`src/rtl/rx_fragment_dispatcher_if.sv`:
```
// rx_fragment_dispatcher_if: two filter fragment slots in, one DLL head entry plus status flags out
// master: filter/DLL side (drives slots and i_Ready, observes head and status)
// slave: dispatcher side (consumes slots and i_Ready, drives head and status)
interface rx_fragment_dispatcher_if #(
  parameter int SYMBOL_WIDTH     = 8,
  parameter int MAX_LANES        = 32,
  parameter int SYMBOL_PTR_WIDTH = 5,
  parameter int PACKET_LENGTH    = 11
);
  localparam int DW = SYMBOL_WIDTH * MAX_LANES;
  logic                        i_Wr_EN, i_Valid_2;
  logic [DW-1:0]               i_Data1, i_Data2;
  logic                        i_SOP1, i_SOP2, i_End_Valid1, i_End_Valid2, i_Type1, i_Type2;
  logic [SYMBOL_PTR_WIDTH-1:0] i_Last_Byte1, i_Last_Byte2;
  logic [PACKET_LENGTH-1:0]    i_Length1, i_Length2;
  logic                        o_Valid, i_Ready;
  logic [DW-1:0]               o_Data;
  logic                        o_SOP, o_End_Valid, o_Type;
  logic [SYMBOL_PTR_WIDTH-1:0] o_Last_Byte;
  logic [PACKET_LENGTH-1:0]    o_Length;
  logic                        o_Almost_Full, o_Overflow, o_Frame_Err;
  modport master (
    output i_Wr_EN, i_Valid_2, i_Data1, i_Data2, i_SOP1, i_SOP2, i_End_Valid1, i_End_Valid2,
           i_Type1, i_Type2, i_Last_Byte1, i_Last_Byte2, i_Length1, i_Length2, i_Ready,
    input  o_Valid, o_Data, o_SOP, o_End_Valid, o_Type, o_Last_Byte, o_Length,
           o_Almost_Full, o_Overflow, o_Frame_Err
  );
  modport slave (
    input  i_Wr_EN, i_Valid_2, i_Data1, i_Data2, i_SOP1, i_SOP2, i_End_Valid1, i_End_Valid2,
           i_Type1, i_Type2, i_Last_Byte1, i_Last_Byte2, i_Length1, i_Length2, i_Ready,
    output o_Valid, o_Data, o_SOP, o_End_Valid, o_Type, o_Last_Byte, o_Length,
           o_Almost_Full, o_Overflow, o_Frame_Err
  );
endinterface

```
`src/rtl/rx_fragment_dispatcher.sv`:
```
// rx_fragment_dispatcher: stages up to two filtered fragments per cycle in order and dispatches one per cycle to the DLL
// CLK/RST: clock and synchronous active-high reset; i_Flush: soft flush (pointers, flags, FSM, memory)
// bus: slot 1/2 fragment inputs, head entry valid/ready handshake, o_Almost_Full, o_Overflow, o_Frame_Err
// RX_DISPATCH_STATS_EN: adds o_Pkt_Cnt, count of popped end-of-packet entries, cleared only by RST
module rx_fragment_dispatcher #(
  parameter int SYMBOL_WIDTH     = 8,
  parameter int MAX_LANES        = 32,
  parameter int SYMBOL_PTR_WIDTH = 5,
  parameter int PACKET_LENGTH    = 11,
  parameter int DEPTH            = 4
) (
  input  logic CLK,
  input  logic RST,
  input  logic i_Flush,
`ifdef RX_DISPATCH_STATS_EN
  output logic [15:0] o_Pkt_Cnt,
`endif
  rx_fragment_dispatcher_if.slave bus
);
  localparam int DW = SYMBOL_WIDTH * MAX_LANES;
  localparam int EW = DW + SYMBOL_PTR_WIDTH + PACKET_LENGTH + 3;
  localparam int AW = $clog2(DEPTH);
  localparam int CW = AW + 1;
  typedef enum logic {IDLE, IN_PKT} state_t;
  logic [EW-1:0] mem_q [DEPTH];
  logic [EW-1:0] ent1, ent2;
  logic [AW-1:0] head_q, tail_q;
  logic [CW-1:0] cnt_q, cnt_d, n, acc, free;
  logic          clr, pop, drop, ovf_q, ferr_q, ferr_d, af_q;
  state_t        state_q, state_d, st1;
  function automatic state_t step(state_t s, logic sop, logic eop);
    return (sop || s == IN_PKT) ? (eop ? IDLE : IN_PKT) : IDLE;
  endfunction
  assign clr  = RST | i_Flush;
  assign ent1 = {bus.i_Data1, bus.i_SOP1, bus.i_End_Valid1, bus.i_Last_Byte1, bus.i_Type1, bus.i_Length1};
  assign ent2 = {bus.i_Data2, bus.i_SOP2, bus.i_End_Valid2, bus.i_Last_Byte2, bus.i_Type2, bus.i_Length2};
  assign {bus.o_Data, bus.o_SOP, bus.o_End_Valid, bus.o_Last_Byte, bus.o_Type, bus.o_Length} = mem_q[head_q];
  assign bus.o_Valid       = cnt_q != '0;
  assign bus.o_Almost_Full = af_q;
  assign bus.o_Overflow    = ovf_q;
  assign bus.o_Frame_Err   = ferr_q;
  // a flush suppresses the pop so neither the queue nor the packet counter moves
  assign pop   = bus.o_Valid & bus.i_Ready & ~i_Flush;
  assign n     = CW'(bus.i_Wr_EN) + CW'(bus.i_Wr_EN & bus.i_Valid_2);
  assign free  = CW'(DEPTH) - cnt_q + CW'(pop);
  assign drop  = n > free;
  assign acc   = drop ? '0 : n;
  assign cnt_d = cnt_q + acc - CW'(pop);
  always_ff @(posedge CLK) state_q <= clr ? IDLE : state_d;
  always_comb begin
    st1     = acc != '0 ? step(state_q, bus.i_SOP1, bus.i_End_Valid1) : state_q;
    state_d = acc == CW'(2) ? step(st1, bus.i_SOP2, bus.i_End_Valid2) : st1;
  end
  // a fragment is out of sequence when its SOP disagrees with being idle
  always_comb begin
    ferr_d = (acc != '0 && (bus.i_SOP1 ^ (state_q == IDLE))) ||
             (acc == CW'(2) && (bus.i_SOP2 ^ (st1 == IDLE)));
  end
  always_ff @(posedge CLK) begin
    if (clr) begin
      head_q <= '0;
      tail_q <= '0;
      cnt_q  <= '0;
      ovf_q  <= 1'b0;
      ferr_q <= 1'b0;
      af_q   <= 1'b0;
      for (int i = 0; i < DEPTH; i++) mem_q[i] <= '0;
    end else begin
      if (acc != '0) mem_q[tail_q] <= ent1;
      if (acc == CW'(2)) mem_q[tail_q + AW'(1)] <= ent2;
      tail_q <= tail_q + acc[AW-1:0];
      head_q <= head_q + AW'(pop);
      cnt_q  <= cnt_d;
      ovf_q  <= ovf_q | drop;
      ferr_q <= ferr_d;
      af_q   <= (CW'(DEPTH) - cnt_d) < CW'(2);
    end
  end
`ifdef RX_DISPATCH_STATS_EN
  logic [15:0] pkt_cnt_q;
  always_ff @(posedge CLK) pkt_cnt_q <= RST ? '0 : pkt_cnt_q + 16'(pop & bus.o_End_Valid);
  assign o_Pkt_Cnt = pkt_cnt_q;
`endif
endmodule

```
`src/flat_wrapper.sv`:
```
// flat-port wrapper written by rule: the top's interface ports become plain ports
module rx_fragment_dispatcher_flat 
#(
  parameter int SYMBOL_WIDTH     = 8,
  parameter int MAX_LANES        = 32,
  parameter int SYMBOL_PTR_WIDTH = 5,
  parameter int PACKET_LENGTH    = 11,
  parameter int DEPTH            = 4
)
  (CLK, RST, i_Flush, bus_i_Wr_EN, bus_i_Valid_2, bus_i_Data1, bus_i_Data2, bus_i_SOP1, bus_i_SOP2, bus_i_End_Valid1, bus_i_End_Valid2, bus_i_Type1, bus_i_Type2, bus_i_Last_Byte1, bus_i_Last_Byte2, bus_i_Length1, bus_i_Length2, bus_i_Ready, bus_o_Valid, bus_o_Data, bus_o_SOP, bus_o_End_Valid, bus_o_Type, bus_o_Last_Byte, bus_o_Length, bus_o_Almost_Full, bus_o_Overflow, bus_o_Frame_Err);
  rx_fragment_dispatcher_if #(.SYMBOL_WIDTH(SYMBOL_WIDTH), .MAX_LANES(MAX_LANES), .SYMBOL_PTR_WIDTH(SYMBOL_PTR_WIDTH), .PACKET_LENGTH(PACKET_LENGTH)) bus_i ();
  input  logic CLK;
  input  logic RST;
  input  logic i_Flush;
  input wire logic [$bits(bus_i.i_Wr_EN)-1:0] bus_i_Wr_EN;
  input wire logic [$bits(bus_i.i_Valid_2)-1:0] bus_i_Valid_2;
  input wire logic [$bits(bus_i.i_Data1)-1:0] bus_i_Data1;
  input wire logic [$bits(bus_i.i_Data2)-1:0] bus_i_Data2;
  input wire logic [$bits(bus_i.i_SOP1)-1:0] bus_i_SOP1;
  input wire logic [$bits(bus_i.i_SOP2)-1:0] bus_i_SOP2;
  input wire logic [$bits(bus_i.i_End_Valid1)-1:0] bus_i_End_Valid1;
  input wire logic [$bits(bus_i.i_End_Valid2)-1:0] bus_i_End_Valid2;
  input wire logic [$bits(bus_i.i_Type1)-1:0] bus_i_Type1;
  input wire logic [$bits(bus_i.i_Type2)-1:0] bus_i_Type2;
  input wire logic [$bits(bus_i.i_Last_Byte1)-1:0] bus_i_Last_Byte1;
  input wire logic [$bits(bus_i.i_Last_Byte2)-1:0] bus_i_Last_Byte2;
  input wire logic [$bits(bus_i.i_Length1)-1:0] bus_i_Length1;
  input wire logic [$bits(bus_i.i_Length2)-1:0] bus_i_Length2;
  input wire logic [$bits(bus_i.i_Ready)-1:0] bus_i_Ready;
  output wire logic [$bits(bus_i.o_Valid)-1:0] bus_o_Valid;
  output wire logic [$bits(bus_i.o_Data)-1:0] bus_o_Data;
  output wire logic [$bits(bus_i.o_SOP)-1:0] bus_o_SOP;
  output wire logic [$bits(bus_i.o_End_Valid)-1:0] bus_o_End_Valid;
  output wire logic [$bits(bus_i.o_Type)-1:0] bus_o_Type;
  output wire logic [$bits(bus_i.o_Last_Byte)-1:0] bus_o_Last_Byte;
  output wire logic [$bits(bus_i.o_Length)-1:0] bus_o_Length;
  output wire logic [$bits(bus_i.o_Almost_Full)-1:0] bus_o_Almost_Full;
  output wire logic [$bits(bus_i.o_Overflow)-1:0] bus_o_Overflow;
  output wire logic [$bits(bus_i.o_Frame_Err)-1:0] bus_o_Frame_Err;
  assign bus_i.i_Wr_EN = bus_i_Wr_EN;
  assign bus_i.i_Valid_2 = bus_i_Valid_2;
  assign bus_i.i_Data1 = bus_i_Data1;
  assign bus_i.i_Data2 = bus_i_Data2;
  assign bus_i.i_SOP1 = bus_i_SOP1;
  assign bus_i.i_SOP2 = bus_i_SOP2;
  assign bus_i.i_End_Valid1 = bus_i_End_Valid1;
  assign bus_i.i_End_Valid2 = bus_i_End_Valid2;
  assign bus_i.i_Type1 = bus_i_Type1;
  assign bus_i.i_Type2 = bus_i_Type2;
  assign bus_i.i_Last_Byte1 = bus_i_Last_Byte1;
  assign bus_i.i_Last_Byte2 = bus_i_Last_Byte2;
  assign bus_i.i_Length1 = bus_i_Length1;
  assign bus_i.i_Length2 = bus_i_Length2;
  assign bus_i.i_Ready = bus_i_Ready;
  assign bus_o_Valid = bus_i.o_Valid;
  assign bus_o_Data = bus_i.o_Data;
  assign bus_o_SOP = bus_i.o_SOP;
  assign bus_o_End_Valid = bus_i.o_End_Valid;
  assign bus_o_Type = bus_i.o_Type;
  assign bus_o_Last_Byte = bus_i.o_Last_Byte;
  assign bus_o_Length = bus_i.o_Length;
  assign bus_o_Almost_Full = bus_i.o_Almost_Full;
  assign bus_o_Overflow = bus_i.o_Overflow;
  assign bus_o_Frame_Err = bus_i.o_Frame_Err;
  rx_fragment_dispatcher #(.SYMBOL_WIDTH(SYMBOL_WIDTH), .MAX_LANES(MAX_LANES), .SYMBOL_PTR_WIDTH(SYMBOL_PTR_WIDTH), .PACKET_LENGTH(PACKET_LENGTH), .DEPTH(DEPTH)) u_core (.CLK(CLK), .RST(RST), .i_Flush(i_Flush), .bus(bus_i));
endmodule
```
`config.mk`:
```
export PLATFORM = sky130hd
export DESIGN_NAME = rx_fragment_dispatcher_flat
export DESIGN_NICKNAME = d
export VERILOG_FILES = /design/src/rtl/rx_fragment_dispatcher_if.sv /design/src/rtl/rx_fragment_dispatcher.sv /design/src/flat_wrapper.sv
export SDC_FILE = /design/constraint.sdc
export NUM_CORES = 2
export LEC_CHECK = 0
export CAP_MARGIN = 15
export CORE_UTILIZATION = 40
export DETAILED_ROUTE_END_ITERATION = 6
export PLACE_DENSITY_LB_ADDON = 0.15
export REMOVE_ABC_BUFFERS = 1
export SLEW_MARGIN = 0
export SYNTH_ARGS = -nofsm -noshare
export SYNTH_HDL_FRONTEND = slang
export SYNTH_SLANG_ARGS = --single-unit
```
`constraint.sdc`:
```
create_clock -name CLK -period 32 [get_ports CLK]
set_clock_uncertainty 0.05 [all_clocks]
set_input_delay 8 -clock CLK [delete_from_list [all_inputs] [get_ports CLK]]
set_output_delay 8 -clock CLK [all_outputs]
set_load 0.02 [all_outputs]
```
Word-level counts from Yosys, hierarchy flattened:

Memory sizes are Yosys's and may differ from the RTL's. A register that Yosys moved wholly into a read port is not among the register bits.
Index checks and enable logic that the tools add are counted.

* muxes and demuxes: 22
* eq/ne operators: 1
* $lt $le $gt $ge: 2
* reductions and logical operators: 9
* add/sub/neg operators: 9
* bitwise gates (word level): 10

Operator list (number)
* 275-bit 2-to-1 mux: 2
* 275-bit OR reduction: 2
* 1-bit 2-to-1 mux: 16
* 2-bit 2-to-1 mux: 3
* 3-bit nonzero test: 2
* 3-bit subtractor, first input constant: 2
* 1-bit by 3-bit adder with 3-bit output: 1
* 3-bit by 1-bit adder with 3-bit output: 1
* 3-bit adder: 1
* 1-bit AND: 3
* 3-bit by 2-bit == test with 1-bit output, second input constant: 1
* 3-bit greater-than comparator: 1
* 1-bit logical OR: 3
* 3-bit by 2-bit < comparator with 1-bit output, second input constant: 1
* 3-bit 2-to-1 mux: 1
* 1-bit inverter: 3
* 3-bit by 1-bit subtractor with 3-bit output: 1
* 2-bit by 1-bit adder with 2-bit output: 1
* 2-bit by 1-bit adder with 2-bit output, second input constant: 1
* 2-bit adder: 1
* 1-bit logical AND: 2
* 1-bit OR: 2
* 1-bit bitwise XOR: 2

* memory bits (writable): 1100
* memories: 1
* output and inout bits: 279
* bits in registers: 11
* logic and storage cells: 61

Memories
* u_core.mem_q: depth 4, width 275, read ports 1, clocked after memory_dff 1, wr ports 4, line rx_fragment_dispatcher.sv:25 `logic [EW-1:0] mem_q [DEPTH];`

Longest topological paths before layout:

* depth in word-level cells: 12
* depth in mapped cells: 17

Least setup slack after synthesis:

OpenSTA, ideal clock, no wires.

* path type: input port to flip-flop
* start point: in i_Flush
* end point: mem u_core.mem_q[1][0] (netlist bit) (enable)
* buffers on the path: 2
* cell stages on the path: 12
* setup slack: 1.689 ns
* arrival time: 28.970 ns
* cells stage by stage: nand3b_1 ha_1 inv_1 ha_1 inv_1 ha_1 nor2b_1 o211ai_1 nand2b_1 clkbuf_1 clkbuf_1 o21ai_0

RTL lines
* start, declared: line flat_wrapper.sv:14 `input logic i_Flush;`
* end, declared: line rx_fragment_dispatcher.sv:25

==> out/results.tsv <==
metric	value	unit
H-tree depth	3	
initial core utilization	40.52	%
Root Buffer	clkbuf_16	
Post-Syn Area	0.05201	sq mm
clk buf depth	3	
worst setup path class	in2reg	
Post-synth EDFFs	1100	
endpoints failing hold	0	
largest net degree at the start of global routing	152	
DR DRC count	0	
worst path bufs/invs	6	
most frequent cells in the layout	edfxtp_1, clkdlybuf4s50_1, a22o_1, nor2_1	
top cell family by delay on the critical path	buffers and inverters	
Die W	362.6	um
CP endpoint kind	flip-flop	
HPWL after detailed placement	98.15	mm
GP Congestion	0.8144	
mean post-synth cell area	16.31	sq um
initial antenna violation count	57	
final core occ	51.26	%
clk_lat worst skew	0.71	ns
I/O pin count	835	
total number of vias	35330	
Core Box Area	0.1283	sq mm
area grow syn2layout	26.49	%
Max transition margin	15.52	%
Final Setup Violations	0	
crit start category	input pin	
Final #Nets	4433	
YS warnings	0	
Rows	131	
Cells after Synth	3188	
Crit path required time	32.28	ns
Worst Max-Slew Pin Slew	1.267	ns
total gr overflow	0	
Final Cycle Share	42.97	%
PostCTS Resize Cnt	0	
FF+latch count, synth	1111	
1st-pass router iterations	6	
total negative slack	0	ns
Crit Path Max Fanout	47	
Post-synth top flop	edfxtp_1	
first-pass GRT wire length	245.2	mm
Post-Place Cells	5472	
commonest non-fill, non-tap cell in the layout	edfxtp_1	
slowest CP cell	and3_4	
Tmin final	13.75	ns
share of post-route cells with drive strength above 1	13.18	%
vias in the first global route	34560	
Post-CTS Setup Bufs	0	
post-route ant nets	0	
worst path arrival time	14.03	ns
Leak Pwr	23.57	nW
worst min path class	reg2reg	
Post-synth ARST share	0	%
Worst IR Drop VDD	0.00004335	V
vias per cell	6.153	
Final WS setup	18.25	ns
hold slack	0.4249	ns
die area	0.1315	sq mm
DR iter-0 viols	3726	
unrepaired setup endpoints after global routing	no	
library cells used by synthesis	40	
post-route design area	0.06578	sq mm
GRT Util Overall	25.28	%
max cap viols	0	
worst slack at placement	17.52	ns
CTS Hold Buffers Added	0	
die height	362.6	um
clk sinks	1111	
DR WL/cell	29.97	um
Worst path max stage delay	0.81	ns
clk slew on worst S/H paths	0.06	ns
part of the Yosys area used for sequential elements	63.94	%
CTS tree	built	
Port Buffers	834	
Pwr per Cell Area	55.33	mW/mm^2
max-slew violations	0	
Final Power	3.640	mW
worst path cell trace	clkdlybuf4s50_1 -> nand3b_1 -> ha_1 -> inv_1 -> ha_1 -> inv_1 -> ha_1 -> nor2b_1 -> o211ai_1 -> and3_4 -> or3_4 -> buf_4 -> buf_4 -> buf_4	
Post-Route WL	172.0	mm
Post-DP Area	0.06156	sq mm
Post-Layout Cell Count	5741	
CTS Buf Count	119	
Fmax	72.73	MHz
status	completed	
routing by layer:
metal	global-route usage [%]	wire length (um)	up-vias
met3	5.005	15130	240
met1	33.96	67880	18240
li1	-	-	14970
met5	0	264	-
met4	9.026	4766	38
met2	40.83	83980	1836
worst register-to-register path, cell delays in order, from the launching register on:
cell and delay, ns:
dfxtp_1 0.32, or3_1 0.42, nand3b_1 0.15, ha_1 0.17, inv_1 0.04, ha_1 0.26
inv_1 0.04, ha_1 0.29, nor2b_1 0.14, o211ai_1 0.52, and3_4 0.81, or3_4 0.73
buf_4 0.70, buf_4 0.81, buf_4 0.74
cells by family (layout without fill, tap and decap cells):
| family | Yosys count | count (layout) | share of synthesized area [%] |
|---|---|---|---|
| fa+ha+maj | 13 | 13 | 0.3272 |
| other cells | 0 | 44 | 0 |
| buf+inv | 354 | 1134 | 3.173 |
| compound gates | 1113 | 1113 | 18.04 |
| simple gates | 315 | 315 | 2.490 |
| mux | 276 | 276 | 11.93 |
| flops | 1111 | 1111 | 63.94 |
| xor+xnor | 6 | 6 | 0.1010 |
worst paths after layout:
| path | from | endpoint | slack [ns] | cells after the start |
|---|---|---|---|---|
| max | i_Flush | u_core.mem_q[2][52]$_DFFE_PP_ | 18.25 | 14 |
| min | u_core.bus.o_Overflow$_SDFF_PN0_ | u_core.bus.o_Overflow$_SDFF_PN0_ | 0.42 | 2 |
| max reg2reg | u_core.cnt_q[0]$_SDFF_PN0_ | u_core.mem_q[2][52]$_DFFE_PP_ | 25.35 | 14 |
| min reg2reg | u_core.bus.o_Overflow$_SDFF_PN0_ | u_core.bus.o_Overflow$_SDFF_PN0_ | 0.42 | 2 |
flip-flops by register name, indices dropped and copies added (netlist names):
register,flops
u_core.state_q,1
u_core.bus.o_Frame_Err,1
u_core.tail_q,2
u_core.bus.o_Overflow,1
u_core.head_q,2
u_core.bus.o_Almost_Full,1
u_core.mem_q,1100
u_core.cnt_q,3
report_power, final:
part           switching [mW]  leakage [nW]  total, mW  internal [mW]
Combinational           0.256          9.17      0.447          0.191
Sequential             0.0257          12.4       1.73           1.71
Clock                   0.592          2.00       1.46          0.868
Total                   0.873          23.6       3.64           2.77
area by class of cell:
cell class / count / area (sq um)
multi-input cells: 1723 / 17180
flip-flops and latches: 1111 / 33260
inverters: 13 / 48.80
well taps: 1729 / 2163
clock inverters: 83 / 1001
repair buffers: 896 / 8914
diodes: 44 / 110.1
fillers: 10720 / 62560
clock buffers: 142 / 3107
cells in the mapped netlist (all sizes together), types with 2 or more instances:
cell | count | area [sq um]
inv | 13 | 48.80
nor3 | 3 | 20.02
mux4 | 275 | 6193
edfxtp | 1100 | 33030
a22oi | 275 | 2064
a211oi | 2 | 20.02
nor2b | 2 | 12.51
clkbuf | 80 | 300.3
and2 | 4 | 25.02
nor2 | 285 | 1070
nand2b | 3 | 18.77
a21oi | 2 | 10.01
o21ai | 4 | 20.02
a22o | 825 | 7226
o211ai | 2 | 15.01
xnor2 | 5 | 43.79
nor3b | 3 | 32.53
nand2 | 5 | 18.77
buf | 261 | 1301
ha | 12 | 150.1
or3 | 3 | 18.77
dfxtp | 11 | 220.2
(Power assumes the default switching activity.)
